[src/rtl/hazard_ctrl_if.sv]
// Hazard controller bundle: decoder/E-stage status in, PC/IF-ID/pipe control and forwarding selects out.
interface hazard_ctrl_if #(
   parameter int REG_AW = 5
);
   logic [31:0]       d_ir;
   logic [REG_AW-1:0] e_dstreg_num;
   logic              e_write_reg;
   logic [2:0]        e_info_load;
   logic [REG_AW-1:0] e_reg1_addr;
   logic [REG_AW-1:0] e_reg2_addr;
   logic              e_br_taken;
   logic              mem_wait;
   logic              stall_f;
   logic              stall_d;
   logic              flush;
   logic              freeze;
   logic [1:0]        fwd1_sel;
   logic [1:0]        fwd2_sel;

   modport master (
      input  d_ir, e_dstreg_num, e_write_reg, e_info_load, e_reg1_addr, e_reg2_addr,
             e_br_taken, mem_wait,
      output stall_f, stall_d, flush, freeze, fwd1_sel, fwd2_sel
   );

   modport slave (
      output d_ir, e_dstreg_num, e_write_reg, e_info_load, e_reg1_addr, e_reg2_addr,
             e_br_taken, mem_wait,
      input  stall_f, stall_d, flush, freeze, fwd1_sel, fwd2_sel
   );
endinterface

[src/rtl/hazard_ctrl.sv]
// 5-stage pipeline hazard control: load-use stall, branch squash, mem-wait freeze, E forwarding.
// All outputs combinational (same-cycle); HAZARD_PERF_CNT_EN adds saturating stall/flush counters.
module hazard_ctrl #(
   parameter int FLUSH_CYCLES = 2,
   parameter int REG_AW       = 5
) (
   input  logic          clk,
   input  logic          rst_n,
   hazard_ctrl_if.master hz
`ifdef HAZARD_PERF_CNT_EN
   ,
   output logic [31:0]   perf_stall_cnt,
   output logic [31:0]   perf_flush_cnt
`endif
);

   // Decoder encodes "no load" as 3'b111 since funct3 000 is a valid load (LB).
   localparam logic [2:0] NOTLOAD   = 3'b111;
   localparam logic [6:0] OP_IMM    = 7'b0010011;
   localparam logic [6:0] OP_R      = 7'b0110011;
   localparam logic [6:0] OP_JALR   = 7'b1100111;
   localparam logic [6:0] OP_B      = 7'b1100011;
   localparam logic [6:0] OP_S      = 7'b0100011;
   localparam logic [6:0] OP_L      = 7'b0000011;
   localparam logic [1:0] FCNT_INIT = 2'(FLUSH_CYCLES - 1);

   typedef enum logic [1:0] {RUN, LDSTALL, BRFLUSH, MWAIT} state_t;

   state_t            state, state_nxt, saved, saved_nxt, eff;
   logic [1:0]        fcnt, fcnt_nxt;
   logic [REG_AW-1:0] m_dst, w_dst;
   logic              m_wr, m_ld, w_wr;

   logic [6:0]        opc;
   logic [REG_AW-1:0] rs1, rs2;
   logic              use_rs1, use_rs2, loaduse;
   logic              stall_c, flush_c, freeze_c;
   logic              d_ir_unused;

   assign opc         = hz.d_ir[6:0];
   assign rs1         = REG_AW'(hz.d_ir[19:15]);
   assign rs2         = REG_AW'(hz.d_ir[24:20]);
   assign d_ir_unused = ^{hz.d_ir[31:25], hz.d_ir[14:7]};
   assign use_rs1     = opc inside {OP_IMM, OP_R, OP_JALR, OP_B, OP_S, OP_L};
   assign use_rs2     = opc inside {OP_R, OP_B, OP_S};

   assign loaduse = (hz.e_info_load != NOTLOAD) && hz.e_write_reg &&
                    (hz.e_dstreg_num != '0) &&
                    ((use_rs1 && hz.e_dstreg_num == rs1) ||
                     (use_rs2 && hz.e_dstreg_num == rs2));

   always_comb begin
      state_nxt = state;
      saved_nxt = saved;
      fcnt_nxt  = fcnt;
      stall_c   = 1'b0;
      flush_c   = 1'b0;
      freeze_c  = 1'b0;
      // Release cycle of a wait behaves exactly like the state it interrupted.
      eff = (state == MWAIT && !hz.mem_wait) ? saved : state;
      case (eff)
         RUN, LDSTALL: begin
            state_nxt = RUN;
            if (hz.mem_wait) begin
               stall_c   = 1'b1;
               freeze_c  = 1'b1;
               state_nxt = MWAIT;
               saved_nxt = RUN;
            end else if (hz.e_br_taken) begin
               flush_c   = 1'b1;
               fcnt_nxt  = FCNT_INIT;
               state_nxt = (FLUSH_CYCLES > 1) ? BRFLUSH : RUN;
            end else if (loaduse && eff == RUN) begin
               stall_c   = 1'b1;
               flush_c   = 1'b1;
               state_nxt = LDSTALL;
            end
         end
         BRFLUSH: begin
            flush_c = 1'b1;
            if (hz.mem_wait) begin
               stall_c   = 1'b1;
               freeze_c  = 1'b1;
               state_nxt = MWAIT;
               saved_nxt = BRFLUSH;
            end else begin
               fcnt_nxt  = (fcnt == 2'd0) ? 2'd0 : fcnt - 2'd1;
               state_nxt = (fcnt <= 2'd1) ? RUN : BRFLUSH;
            end
         end
         default: begin
            stall_c   = 1'b1;
            freeze_c  = 1'b1;
            flush_c   = (saved == BRFLUSH);
            state_nxt = MWAIT;
         end
      endcase
   end

   always_ff @(posedge clk) begin
      if (!rst_n) begin
         state <= RUN;
         saved <= RUN;
         fcnt  <= '0;
         m_dst <= '0;
         m_wr  <= 1'b0;
         m_ld  <= 1'b0;
         w_dst <= '0;
         w_wr  <= 1'b0;
      end else begin
         state <= state_nxt;
         saved <= saved_nxt;
         fcnt  <= fcnt_nxt;
         if (!freeze_c) begin
            m_dst <= hz.e_dstreg_num;
            m_wr  <= hz.e_write_reg;
            m_ld  <= (hz.e_info_load != NOTLOAD);
            w_dst <= m_dst;
            w_wr  <= m_wr;
         end
      end
   end

   // A load sitting in M is never a forwarding source; load-use stall pushes it to W first.
   function automatic logic [1:0] fwd_sel(input logic [REG_AW-1:0] addr);
      if (m_wr && m_dst != '0 && m_dst == addr && !m_ld)
         return 2'b01;
      else if (w_wr && w_dst != '0 && w_dst == addr)
         return 2'b10;
      else
         return 2'b00;
   endfunction

   assign hz.stall_f  = rst_n & stall_c;
   assign hz.stall_d  = rst_n & stall_c;
   assign hz.flush    = rst_n & flush_c;
   assign hz.freeze   = rst_n & freeze_c;
   assign hz.fwd1_sel = rst_n ? fwd_sel(hz.e_reg1_addr) : 2'b00;
   assign hz.fwd2_sel = rst_n ? fwd_sel(hz.e_reg2_addr) : 2'b00;

`ifdef HAZARD_PERF_CNT_EN
   always_ff @(posedge clk) begin
      if (!rst_n) begin
         perf_stall_cnt <= '0;
         perf_flush_cnt <= '0;
      end else begin
         if (stall_c && !freeze_c && perf_stall_cnt != 32'hFFFF_FFFF)
            perf_stall_cnt <= perf_stall_cnt + 32'd1;
         if (flush_c && perf_flush_cnt != 32'hFFFF_FFFF)
            perf_flush_cnt <= perf_flush_cnt + 32'd1;
      end
   end
`endif

endmodule

[src/flat_wrapper.sv]
// flat-port wrapper written by rule: the top's interface ports become plain ports
module hazard_ctrl_flat 
#(
   parameter int FLUSH_CYCLES = 2,
   parameter int REG_AW       = 5
)
  (clk, rst_n, hz_d_ir, hz_e_dstreg_num, hz_e_write_reg, hz_e_info_load, hz_e_reg1_addr, hz_e_reg2_addr, hz_e_br_taken, hz_mem_wait, hz_stall_f, hz_stall_d, hz_flush, hz_freeze, hz_fwd1_sel, hz_fwd2_sel);
  hazard_ctrl_if #(.REG_AW(REG_AW)) hz_i ();
  input  logic clk;
  input  logic rst_n;
  input wire logic [$bits(hz_i.d_ir)-1:0] hz_d_ir;
  input wire logic [$bits(hz_i.e_dstreg_num)-1:0] hz_e_dstreg_num;
  input wire logic [$bits(hz_i.e_write_reg)-1:0] hz_e_write_reg;
  input wire logic [$bits(hz_i.e_info_load)-1:0] hz_e_info_load;
  input wire logic [$bits(hz_i.e_reg1_addr)-1:0] hz_e_reg1_addr;
  input wire logic [$bits(hz_i.e_reg2_addr)-1:0] hz_e_reg2_addr;
  input wire logic [$bits(hz_i.e_br_taken)-1:0] hz_e_br_taken;
  input wire logic [$bits(hz_i.mem_wait)-1:0] hz_mem_wait;
  output wire logic [$bits(hz_i.stall_f)-1:0] hz_stall_f;
  output wire logic [$bits(hz_i.stall_d)-1:0] hz_stall_d;
  output wire logic [$bits(hz_i.flush)-1:0] hz_flush;
  output wire logic [$bits(hz_i.freeze)-1:0] hz_freeze;
  output wire logic [$bits(hz_i.fwd1_sel)-1:0] hz_fwd1_sel;
  output wire logic [$bits(hz_i.fwd2_sel)-1:0] hz_fwd2_sel;
  assign hz_i.d_ir = hz_d_ir;
  assign hz_i.e_dstreg_num = hz_e_dstreg_num;
  assign hz_i.e_write_reg = hz_e_write_reg;
  assign hz_i.e_info_load = hz_e_info_load;
  assign hz_i.e_reg1_addr = hz_e_reg1_addr;
  assign hz_i.e_reg2_addr = hz_e_reg2_addr;
  assign hz_i.e_br_taken = hz_e_br_taken;
  assign hz_i.mem_wait = hz_mem_wait;
  assign hz_stall_f = hz_i.stall_f;
  assign hz_stall_d = hz_i.stall_d;
  assign hz_flush = hz_i.flush;
  assign hz_freeze = hz_i.freeze;
  assign hz_fwd1_sel = hz_i.fwd1_sel;
  assign hz_fwd2_sel = hz_i.fwd2_sel;
  hazard_ctrl #(.FLUSH_CYCLES(FLUSH_CYCLES), .REG_AW(REG_AW)) u_core (.clk(clk), .rst_n(rst_n), .hz(hz_i));
endmodule
[config.mk]
export PLATFORM = sky130hd
export DESIGN_NAME = hazard_ctrl_flat
export DESIGN_NICKNAME = d
export VERILOG_FILES = /design/src/rtl/hazard_ctrl_if.sv /design/src/rtl/hazard_ctrl.sv /design/src/flat_wrapper.sv
export SDC_FILE = /design/constraint.sdc
export NUM_CORES = 1
export LEC_CHECK = 0
export BUFFER_PORTS_ARGS = -buffer_cell sky130_fd_sc_hd__buf_2
export CORE_UTILIZATION = 49
export DETAILED_ROUTE_END_ITERATION = 7
export MAX_ROUTING_LAYER = met4
export PLACE_DENSITY = 0.93
export SYNTH_ARGS = -nofsm -noshare
export SYNTH_HDL_FRONTEND = slang
export SYNTH_SLANG_ARGS = --single-unit
export TNS_END_PERCENT = 10
[constraint.sdc]
create_clock -name clk -period 2.75 [get_ports clk]
set_clock_uncertainty 0.15 [all_clocks]
set_input_delay 0.4125 -clock clk [delete_from_list [all_inputs] [get_ports clk]]
set_output_delay 0.4125 -clock clk [all_outputs]
set_load 0.02 [all_outputs]
==> results of run 1 <==
critical path, delay by kind of cell, from the launching register on:
kind	cells	cell delay (ns)
buffers and inverters	1	0.23
AO/OA/AOI/OAI	2	0.54
flip-flops	1	0.40
AND/OR/NAND/NOR	2	0.50
how the worst max path moves through the flow:
stage	to
after CTS	hz_fwd2_sel[1]
after global routing	hz_stall_d
after floorplan	hz_stall_f
after detailed placement	hz_stall_d
final	hz_stall_d
after global placement	hz_stall_f
layout make-up:
cell class                 count  area share
inverter                       4     0.00982
tap                           28      0.0229
timing repair buffer          49       0.164
multi-input combinational    113       0.553
sequential                    18       0.236
clock buffer                   3      0.0147
registers in the layout (all words and copies together) (netlist names):
register / cells
u_core.m_dst: 5
u_core.w_dst: 5
u_core.state: 2
u_core.fcnt: 2
u_core.saved: 1
u_core.w_wr: 1
u_core.m_wr: 1
u_core.m_ld: 1
layer usage:
layer | global-route usage | share of wire | wire, microns | up-vias
met5 | - | 0 | 0 | -
met4 | 0.149 | 0.026 | 77 | 0
met1 | 0.265 | 0.40 | 1180 | 553
met2 | 0.451 | 0.51 | 1530 | 67
met3 | 0.00870 | 0.063 | 187 | 12
li1 | - | - | - | 590
power by group:
group / switching (uW) / total, uW / leakage [uW] / internal [uW]
combinational: 72.5 / 148 / 0.000548 / 75.8
clock: 79.5 / 130 / 0.0000138 / 50.9
sequential: 17.9 / 292 / 0.000148 / 274
cell families after synthesis:
kind of cell | count (synthesis)
AND/OR/NAND/NOR | 45
XOR/XNOR | 30
AO/OA/AOI/OAI | 25
flip-flops | 18
multiplexers | 13
buffers and inverters | 9
metrics by stage:
step / area, sq um / hold WS, ns / total power [uW] / worst slack [ns] / utilization
3_3_place_gp: 1510 / 0.303 / 435 / 0.494 / 0.656
4_1_cts: 1530 / 0.246 / 570 / 0.219 / 0.666
2_1_floorplan: 1240 / 0.287 / 383 / 0.227 / -
3_5_place_dp: 1510 / 0.316 / 445 / 0.440 / 0.656
5_1_grt: 1530 / 0.280 / 601 / 0.115 / 0.666
6_report: 1530 / 0.251 / 571 / 0.224 / 0.666
layout by cell type (no fill, tap or decap), types with 2 or more instances in the layout:
cell type,count
sky130_fd_sc_hd__buf_2,47
sky130_fd_sc_hd__dfxtp_1,18
sky130_fd_sc_hd__xnor2_1,16
sky130_fd_sc_hd__nor2b_1,14
sky130_fd_sc_hd__xor2_1,14
sky130_fd_sc_hd__mux2i_1,13
sky130_fd_sc_hd__nand2_1,6
sky130_fd_sc_hd__nand3_1,5
sky130_fd_sc_hd__or4_1,4
sky130_fd_sc_hd__a21oi_1,4
sky130_fd_sc_hd__inv_1,4
sky130_fd_sc_hd__o211ai_1,3
sky130_fd_sc_hd__nor2_1,3
sky130_fd_sc_hd__o21ai_0,3
sky130_fd_sc_hd__a31oi_1,3
sky130_fd_sc_hd__clkbuf_4,3
sky130_fd_sc_hd__nor4_1,2
sky130_fd_sc_hd__and2_2,2
sky130_fd_sc_hd__nor4_2,2
sky130_fd_sc_hd__nand4b_1,2
sky130_fd_sc_hd__o31ai_1,2
sky130_fd_sc_hd__a211oi_1,2
sky130_fd_sc_hd__buf_4,2
==> report_table.html, run 1 <==
<table>
<tr><th>Metric</th><th>Value</th></tr>
<tr><th colspan="2">Status</th></tr>
<tr><td>Run status</td><td>finished, final reports clean</td></tr>
<tr><th colspan="2">Global routing</th></tr>
<tr><td>All-Layer GR Usage</td><td>0.249</td></tr>
<tr><td>Largest net degree at the start of global routing</td><td>24</td></tr>
<tr><td>Aggregate global routing overflow</td><td>0</td></tr>
<tr><td>Via count of the first global-routing pass</td><td>1212</td></tr>
<tr><td>Number of antenna violations at the first check in global routing</td><td>0</td></tr>
<tr><td>Global-route wire length before repair</td><td>4940 microns</td></tr>
<tr><th colspan="2">Logic synthesis</th></tr>
<tr><td>Number of enable-type register cells in the synthesized netlist</td><td>0</td></tr>
<tr><td>Compound-gate portion of the synthesized area</td><td>0.138</td></tr>
<tr><td>Combinational family with the most area after synthesis</td><td>simple AND/OR/NAND/NOR gates</td></tr>
<tr><td>Share of the yosys chip area belonging to registers</td><td>0.289</td></tr>
<tr><td>Most frequent cells after synthesis</td><td>18 x sky130_fd_sc_hd__dfxtp_1, 16 x sky130_fd_sc_hd__xnor2_1, 14 x sky130_fd_sc_hd__nor2b_1, 14 x sky130_fd_sc_hd__xor2_1, 13 x sky130_fd_sc_hd__mux2i_1</td></tr>
<tr><td>Gate Count Post-Synth</td><td>140</td></tr>
<tr><td>Most common cell in the netlist</td><td>sky130_fd_sc_hd__dfxtp_1</td></tr>
<tr><td>Mean post-synth cell area</td><td>8.89 sq um</td></tr>
<tr><td>Fraction of post-synthesis cell area in the top cell type by area</td><td>0.289</td></tr>
<tr><td>Net count after synthesis</td><td>a little under 200</td></tr>
<tr><td>Adder and majority gate portion of the synthesized area</td><td>0</td></tr>
<tr><td>Flip-flop and latch count after synthesis</td><td>18</td></tr>
<tr><td>Area share of and/or/nand/nor cells after synthesis</td><td>0.226</td></tr>
<tr><td>Async set-reset flop share out of synthesis</td><td>0</td></tr>
<tr><td>Cell area after synthesis</td><td>1240 sq um</td></tr>
<tr><td>Yosys cell types</td><td>36</td></tr>
<tr><td>Synthesis Warnings</td><td>0</td></tr>
<tr><td>Prevailing post-synth register cell</td><td>sky130_fd_sc_hd__dfxtp_1</td></tr>
<tr><td>Ranking of synthesized cells by area</td><td>sky130_fd_sc_hd__dfxtp_1 29%, sky130_fd_sc_hd__xnor2_1 11%, sky130_fd_sc_hd__mux2i_1 10%</td></tr>
<tr><td>Synth area leader</td><td>sky130_fd_sc_hd__dfxtp_1</td></tr>
<tr><td>Post-synthesis mux area share</td><td>0.105</td></tr>
<tr><td>Synth Area in XOR/XNOR</td><td>0.211</td></tr>
<tr><th colspan="2">Setup path</th></tr>
<tr><td>Critical path startpoint</td><td>u_core.state[0]</td></tr>
<tr><td>Required time worst endpoint</td><td>roughly 2.2 ns</td></tr>
<tr><td>Slowest cell on crit path</td><td>sky130_fd_sc_hd__dfxtp_1</td></tr>
<tr><td>Reg-to-reg critical path startpoint</td><td>u_core.state[0]</td></tr>
<tr><td>Top fanout value on the critical path</td><td>4</td></tr>
<tr><td>CP endpoint kind</td><td>output port</td></tr>
<tr><td>Worst reg-to-reg path cell count</td><td>4</td></tr>
<tr><td>Capture point of the worst reg-to-reg path</td><td>u_core.state[0]</td></tr>
<tr><td>Biggest cell delay along the critical path</td><td>~0.40 ns</td></tr>
<tr><td>Startpoint type of the worst setup path</td><td>flop</td></tr>
<tr><td>Data arrival, critical path</td><td>between 1.5 and 2 ns</td></tr>
<tr><td>Category of the most critical setup path</td><td>flop to output port</td></tr>
<tr><td>Critical path cell sequence</td><td>or3b_1 &gt; a21oi_1 &gt; nand2_1 &gt; o31ai_1 &gt; buf_2</td></tr>
<tr><td>Slack of the worst reg-to-reg path</td><td>1.15 ns</td></tr>
<tr><th colspan="2">Clock tree</th></tr>
<tr><td>TritonCTS clock tree</td><td>done</td></tr>
<tr><td>Setup Buffers After CTS</td><td>0</td></tr>
<tr><td>Number of buffers created by CTS</td><td>3</td></tr>
<tr><td>Clk slew on worst S/H paths</td><td>0.11 ns</td></tr>
<tr><td>Post-cts sizing count</td><td>0</td></tr>
<tr><td>Maximum count of clock buffers along a single path</td><td>2</td></tr>
<tr><td># clock sinks</td><td>18</td></tr>
<tr><td>Latest clock arrival within the worst-skew pair</td><td>0.29 ns</td></tr>
<tr><td>H-Tree Level Count</td><td>1</td></tr>
<tr><td>Root buffer selected by CTS</td><td>sky130_fd_sc_hd__clkbuf_4</td></tr>
<tr><td>Number of buffers inserted for hold repair after clock tree synthesis</td><td>0</td></tr>
<tr><th colspan="2">Timing</th></tr>
<tr><td>Clock period minus final worst setup slack</td><td>roughly 2.5 ns</td></tr>
<tr><td>Rel. slew slack</td><td>0.738</td></tr>
<tr><td>Setup repair after global routing missed its margin</td><td>no</td></tr>
<tr><td>Final-layout setup total negative slack</td><td>0 ns</td></tr>
<tr><td>Portion of the clock cycle consumed by the worst path in the final layout</td><td>0.918</td></tr>
<tr><td>Final setup violation count</td><td>0</td></tr>
<tr><td>Max Clk Rate</td><td>0.396 GHz</td></tr>
<tr><td>Worst Max-Slew Pin Slew</td><td>0.389 ns</td></tr>
<tr><td>Final slew viol count</td><td>0</td></tr>
<tr><td>Final count of hold timing violations</td><td>0</td></tr>
<tr><th colspan="2">Floorplan</th></tr>
<tr><td>Width of the die</td><td>~52 microns</td></tr>
<tr><td>Initial cell density of the core</td><td>0.542</td></tr>
<tr><td>Die boundary height</td><td>52.4 microns</td></tr>
<tr><td>Die outline area</td><td>roughly 2700 sq um</td></tr>
<tr><td>Number of I/O pins</td><td>63</td></tr>
<tr><td>Core Area</td><td>approximately 2300 sq um</td></tr>
<tr><td>Row cnt</td><td>17</td></tr>
<tr><th colspan="2">Cells and area</th></tr>
<tr><td>Diodes inserted</td><td>0</td></tr>
<tr><td>Layout overhead on the synthesized area</td><td>22.8%</td></tr>
<tr><td>Post-layout instance count excluding filler cells</td><td>215</td></tr>
<tr><td>Proportion of layout cells with a drive suffix above 1</td><td>0.310</td></tr>
<tr><td>Area of the multi-input gates</td><td>846 sq um</td></tr>
<tr><td>Fin nets</td><td>244</td></tr>
<tr><td>Fill count</td><td>approximately 200</td></tr>
<tr><td>Footprint of the flip-flops and latches</td><td>~360 sq um</td></tr>
<tr><th colspan="2">Run</th></tr>
<tr><td>Max-cap violation count</td><td>0</td></tr>
<tr><th colspan="2">Detailed routing</th></tr>
<tr><td>WL/cell</td><td>13.9 microns</td></tr>
<tr><td># DRC</td><td>0</td></tr>
<tr><td>DRT Wirelength</td><td>just under 3000 microns</td></tr>
<tr><td>Average via count per standard cell</td><td>approximately 5.7</td></tr>
<tr><td>Detailed-route via count</td><td>~1200</td></tr>
<tr><td>Detailed router's first-iteration violation count</td><td>31</td></tr>
<tr><td>Post-DRT Antenna Nets</td><td>0</td></tr>
<tr><td>First-pass iteration count of the detailed router</td><td>5</td></tr>
<tr><th colspan="2">Placement</th></tr>
<tr><td>Number of input and output port buffers inserted</td><td>47</td></tr>
<tr><td>Post-DP HPWL</td><td>~2400 microns</td></tr>
<tr><td>Cells after DPL</td><td>between 200 and 250</td></tr>
<tr><td>Routability congestion estimate</td><td>0.858</td></tr>
<tr><th colspan="2">Pwr</th></tr>
<tr><td>Worst-case vdd ir drop</td><td>around 0.24 mV</td></tr>
<tr><td>Power Density</td><td>373 nW/um^2</td></tr>
<tr><td>Leakage</td><td>0.000710 uW</td></tr>
<tr><th colspan="2">Hold path</th></tr>
<tr><td>Worst Hold Depth</td><td>3</td></tr>
<tr><td>Worst Hold Endpoint</td><td>u_core.m_wr</td></tr>
<tr><td>Class of the tightest hold or removal check</td><td>input port to flop</td></tr>
<tr><td>Hold_sp</td><td>hz_e_write_reg</td></tr>
</table>
Power figures use the tool's default switching activity.
==> inputs of run 2 (changes only) <==
--- a/config.mk
+++ b/config.mk
@@ -7,6 +7,7 @@
 export LEC_CHECK = 0
 export BUFFER_PORTS_ARGS = -buffer_cell sky130_fd_sc_hd__buf_2
 export CORE_UTILIZATION = 49
+export CTS_BUF_LIST = sky130_fd_sc_hd__clkbuf_16
 export DETAILED_ROUTE_END_ITERATION = 7
 export MAX_ROUTING_LAYER = met4
 export PLACE_DENSITY = 0.93
==> report_table.html, run 2 (synthesis gave the netlist of run 1 again) <==
<table>
<tr><th>Metric</th><th>Value</th></tr>
<tr><th colspan="2">Status</th></tr>
<tr><td>Run status</td><td>finished, final reports clean (unchanged)</td></tr>
<tr><th colspan="2">Pwr</th></tr>
<tr><td>Combinational power share</td><td>0.204 (was 0.260)</td></tr>
<tr><td>Net Sw Power</td><td>182 uW (was 170 uW)</td></tr>
<tr><td>Worst-case vdd ir drop</td><td>0.299 mV (was 0.236 mV)</td></tr>
<tr><td>Leakage</td><td>0.000733 uW (was 0.000710 uW)</td></tr>
<tr><td>Power Density</td><td>457 nW/um^2 (was 373 nW/um^2)</td></tr>
<tr><td>Part of the power in registers</td><td>0.404 (was 0.511)</td></tr>
<tr><td>Internal power summed over all cells</td><td>542 uW (was 401 uW)</td></tr>
<tr><td>Proportion of power drawn by the clock network</td><td>0.391 (was 0.229)</td></tr>
<tr><td>Switching fraction of total power</td><td>0.251 (was 0.298)</td></tr>
<tr><th colspan="2">Cells and area</th></tr>
<tr><td>Proportion of layout cells with a drive suffix above 1</td><td>0.310 (unchanged)</td></tr>
<tr><td>Top library cells by usage in the layout, fill and taps aside</td><td>47 x sky130_fd_sc_hd__buf_2, 18 x sky130_fd_sc_hd__dfxtp_1, 16 x sky130_fd_sc_hd__xnor2_1 (unchanged)</td></tr>
<tr><td>Diodes inserted</td><td>0 (unchanged)</td></tr>
<tr><td>Post-layout instance count excluding filler cells</td><td>215 (unchanged)</td></tr>
<tr><td>Biggest regs</td><td>u_core.m_dst x5, u_core.w_dst x5 (unchanged)</td></tr>
<tr><td>Most common cell after layout, fill and taps aside</td><td>sky130_fd_sc_hd__buf_2 (unchanged)</td></tr>
<tr><td>Layout overhead on the synthesized area</td><td>27.0% (was 22.8%)</td></tr>
<tr><td>Fill count</td><td>195 (was 199)</td></tr>
<tr><td>Fin nets</td><td>244 (unchanged)</td></tr>
<tr><th colspan="2">Timing</th></tr>
<tr><td>Clock period minus final worst setup slack</td><td>2.46 ns (was 2.53 ns)</td></tr>
<tr><td>Worst Max-Slew Pin Slew</td><td>0.390 ns (was 0.389 ns)</td></tr>
<tr><td>Rel. slew slack</td><td>0.737 (was 0.738)</td></tr>
<tr><td>Setup repair after global routing missed its margin</td><td>no (unchanged)</td></tr>
<tr><td>Final setup violation count</td><td>0 (unchanged)</td></tr>
<tr><td>Max Clk Rate</td><td>0.407 GHz (was 0.396 GHz)</td></tr>
<tr><td>Final slew viol count</td><td>0 (unchanged)</td></tr>
<tr><td>Final count of hold timing violations</td><td>0 (unchanged)</td></tr>
<tr><td>Portion of the clock cycle consumed by the worst path in the final layout</td><td>0.894 (was 0.918)</td></tr>
<tr><td>Final-layout setup total negative slack</td><td>0 ns (unchanged)</td></tr>
<tr><td>Post-Route Hold Slack</td><td>0.294 ns (was 0.251 ns)</td></tr>
<tr><th colspan="2">Setup path</th></tr>
<tr><td>Startpoint type of the worst setup path</td><td>flop (unchanged)</td></tr>
<tr><td>Data arrival, critical path</td><td>1.89 ns (was 1.96 ns)</td></tr>
<tr><td>Worst reg-to-reg path cell count</td><td>4 (unchanged)</td></tr>
<tr><td>Category of the most critical setup path</td><td>flop to output port (unchanged)</td></tr>
<tr><td>Capture point of the worst reg-to-reg path</td><td>u_core.state[0] (unchanged)</td></tr>
<tr><td>CP endpoint kind</td><td>output port (unchanged)</td></tr>
<tr><td>Slack of the worst reg-to-reg path</td><td>1.16 ns (was 1.15 ns)</td></tr>
<tr><td>Reg-to-reg critical path startpoint</td><td>u_core.state[0] (unchanged)</td></tr>
<tr><td>Required time worst endpoint</td><td>2.19 ns (about the same)</td></tr>
<tr><td>Top fanout value on the critical path</td><td>5 (was 4)</td></tr>
<tr><th colspan="2">Detailed routing</th></tr>
<tr><td>Detailed-route via count</td><td>1196 (was 1222)</td></tr>
<tr><td>Post-DRT Antenna Nets</td><td>0 (unchanged)</td></tr>
<tr><td>DRT Wirelength</td><td>2980 microns (unchanged)</td></tr>
<tr><td># DRC</td><td>0 (unchanged)</td></tr>
<tr><td>Average via count per standard cell</td><td>5.56 (was 5.68)</td></tr>
<tr><td>Detailed router's first-iteration violation count</td><td>16 (was 31)</td></tr>
<tr><td>WL/cell</td><td>13.9 microns (unchanged)</td></tr>
<tr><td>First-pass iteration count of the detailed router</td><td>4 (was 5)</td></tr>
<tr><th colspan="2">Floorplan</th></tr>
<tr><td>Die outline area</td><td>2750 sq um (unchanged)</td></tr>
<tr><td>Row cnt</td><td>17 (unchanged)</td></tr>
<tr><td>Die boundary height</td><td>52.4 microns (unchanged)</td></tr>
<tr><td>Number of I/O pins</td><td>63 (unchanged)</td></tr>
<tr><td>Core Area</td><td>2300 sq um (unchanged)</td></tr>
<tr><td>Initial cell density of the core</td><td>0.542 (unchanged)</td></tr>
<tr><td>Width of the die</td><td>52.4 microns (unchanged)</td></tr>
<tr><th colspan="2">Clock tree</th></tr>
<tr><td>Post-cts sizing count</td><td>0 (unchanged)</td></tr>
<tr><td>TritonCTS clock tree</td><td>done (unchanged)</td></tr>
<tr><td>Maximum count of clock buffers along a single path</td><td>2 (unchanged)</td></tr>
<tr><td>Clk slew on worst S/H paths</td><td>0.05 ns (was 0.11 ns)</td></tr>
<tr><td>H-Tree Level Count</td><td>1 (unchanged)</td></tr>
<tr><td>Number of buffers inserted for hold repair after clock tree synthesis</td><td>0 (unchanged)</td></tr>
<tr><td>Root buffer selected by CTS</td><td>sky130_fd_sc_hd__clkbuf_16 (was sky130_fd_sc_hd__clkbuf_4)</td></tr>
<tr><td>Setup Buffers After CTS</td><td>0 (unchanged)</td></tr>
<tr><td>Number of buffers created by CTS</td><td>3 (unchanged)</td></tr>
<tr><td>Latest clock arrival within the worst-skew pair</td><td>0.25 ns (was 0.29 ns)</td></tr>
<tr><td># clock sinks</td><td>18 (unchanged)</td></tr>
<tr><th colspan="2">Global routing</th></tr>
<tr><td>Global-route wire length before repair</td><td>4880 microns (was 4940 microns)</td></tr>
<tr><td>All-Layer GR Usage</td><td>0.253 (was 0.249)</td></tr>
<tr><td>Largest net degree at the start of global routing</td><td>24 (unchanged)</td></tr>
<tr><td>Aggregate global routing overflow</td><td>0 (unchanged)</td></tr>
<tr><td>Number of antenna violations at the first check in global routing</td><td>0 (unchanged)</td></tr>
<tr><td>Via count of the first global-routing pass</td><td>1195 (was 1212)</td></tr>
<tr><th colspan="2">Placement</th></tr>
<tr><td>Routability congestion estimate</td><td>0.858 (unchanged)</td></tr>
<tr><td>Post-DP HPWL</td><td>2380 microns (unchanged)</td></tr>
<tr><td>Number of input and output port buffers inserted</td><td>47 (unchanged)</td></tr>
<tr><td>Cells after DPL</td><td>212 (unchanged)</td></tr>
<tr><th colspan="2">Run</th></tr>
<tr><td>Max-cap violation count</td><td>0 (unchanged)</td></tr>
<tr><th colspan="2">Hold path</th></tr>
<tr><td>Worst Hold Endpoint</td><td>u_core.m_wr (unchanged)</td></tr>
<tr><td>Class of the tightest hold or removal check</td><td>input port to flop (unchanged)</td></tr>
<tr><td>Worst Hold Depth</td><td>3 (unchanged)</td></tr>
<tr><td>Hold_sp</td><td>hz_e_write_reg (unchanged)</td></tr>
</table>
run 2: worst max path at each step:
stage	from	end	slack [ns]	cells past startpoint
2_1_floorplan	hz_mem_wait	hz_stall_f	0.23	5
3_3_place_gp	hz_mem_wait	hz_stall_f	0.49	6
3_5_place_dp	hz_mem_wait	hz_stall_d	0.44	6
4_1_cts	u_core.m_dst[0]	hz_fwd2_sel[1]	0.28	5
5_1_grt	u_core.state[0]	hz_stall_d	0.19	5
6_report	u_core.m_dst[0]	hz_fwd2_sel[1]	0.29	5
run 2: layer usage:
layer | routed length (microns) | vias to the layer above | track usage
met2 | 1610 | 54 | 0.479
met5 | 0 | - | -
li1 | - | 591 | -
met4 | 57 | 0 | 0.154
met3 | 139 | 6 | 0.0319
met1 | 1170 | 545 | 0.239
run 2: per-stage QoR:
stage,setup WS [ns],utilization,power (uW),cell area (sq um)
floorplan,0.227,-,383,1240
global placement,0.494,0.656,435,1510
detailed placement,0.440,0.656,445,1510
CTS,0.281,0.688,727,1580
global route,0.186,0.688,756,1580
finish,0.293,0.688,723,1580
run 2: worst max-delay path, cell delays in order, from the launching register on:
cell                      delay [ns]
sky130_fd_sc_hd__dfxtp_1        0.38
sky130_fd_sc_hd__or4_1          0.57
sky130_fd_sc_hd__o21ai_2        0.16
sky130_fd_sc_hd__nor4_1         0.09
sky130_fd_sc_hd__nor4_2         0.25
sky130_fd_sc_hd__buf_2          0.19
run 2: final cells by class:
class | instances | area (sq um) | area share
clock buffer | 3 | 75.1 | 0.0475
multi-input combinational | 113 | 846 | 0.535
timing repair buffer | 49 | 250 | 0.158
inverter | 4 | 15.0 | 0.00949
sequential | 18 | 360 | 0.228
tap | 28 | 35.0 | 0.0222
run 2: power groups by stage:
| stage | sequential [uW] | combinational, uW | clock [uW] |
|---|---|---|---|
| 2_1_floorplan | 292 | 91.3 | 0 |
| 3_3_place_gp | 296 | 139 | 0 |
| 3_5_place_dp | 297 | 148 | 0 |
| 4_1_cts | 292 | 149 | 286 |
| 5_1_grt | 294 | 162 | 300 |
| 6_report | 292 | 148 | 283 |
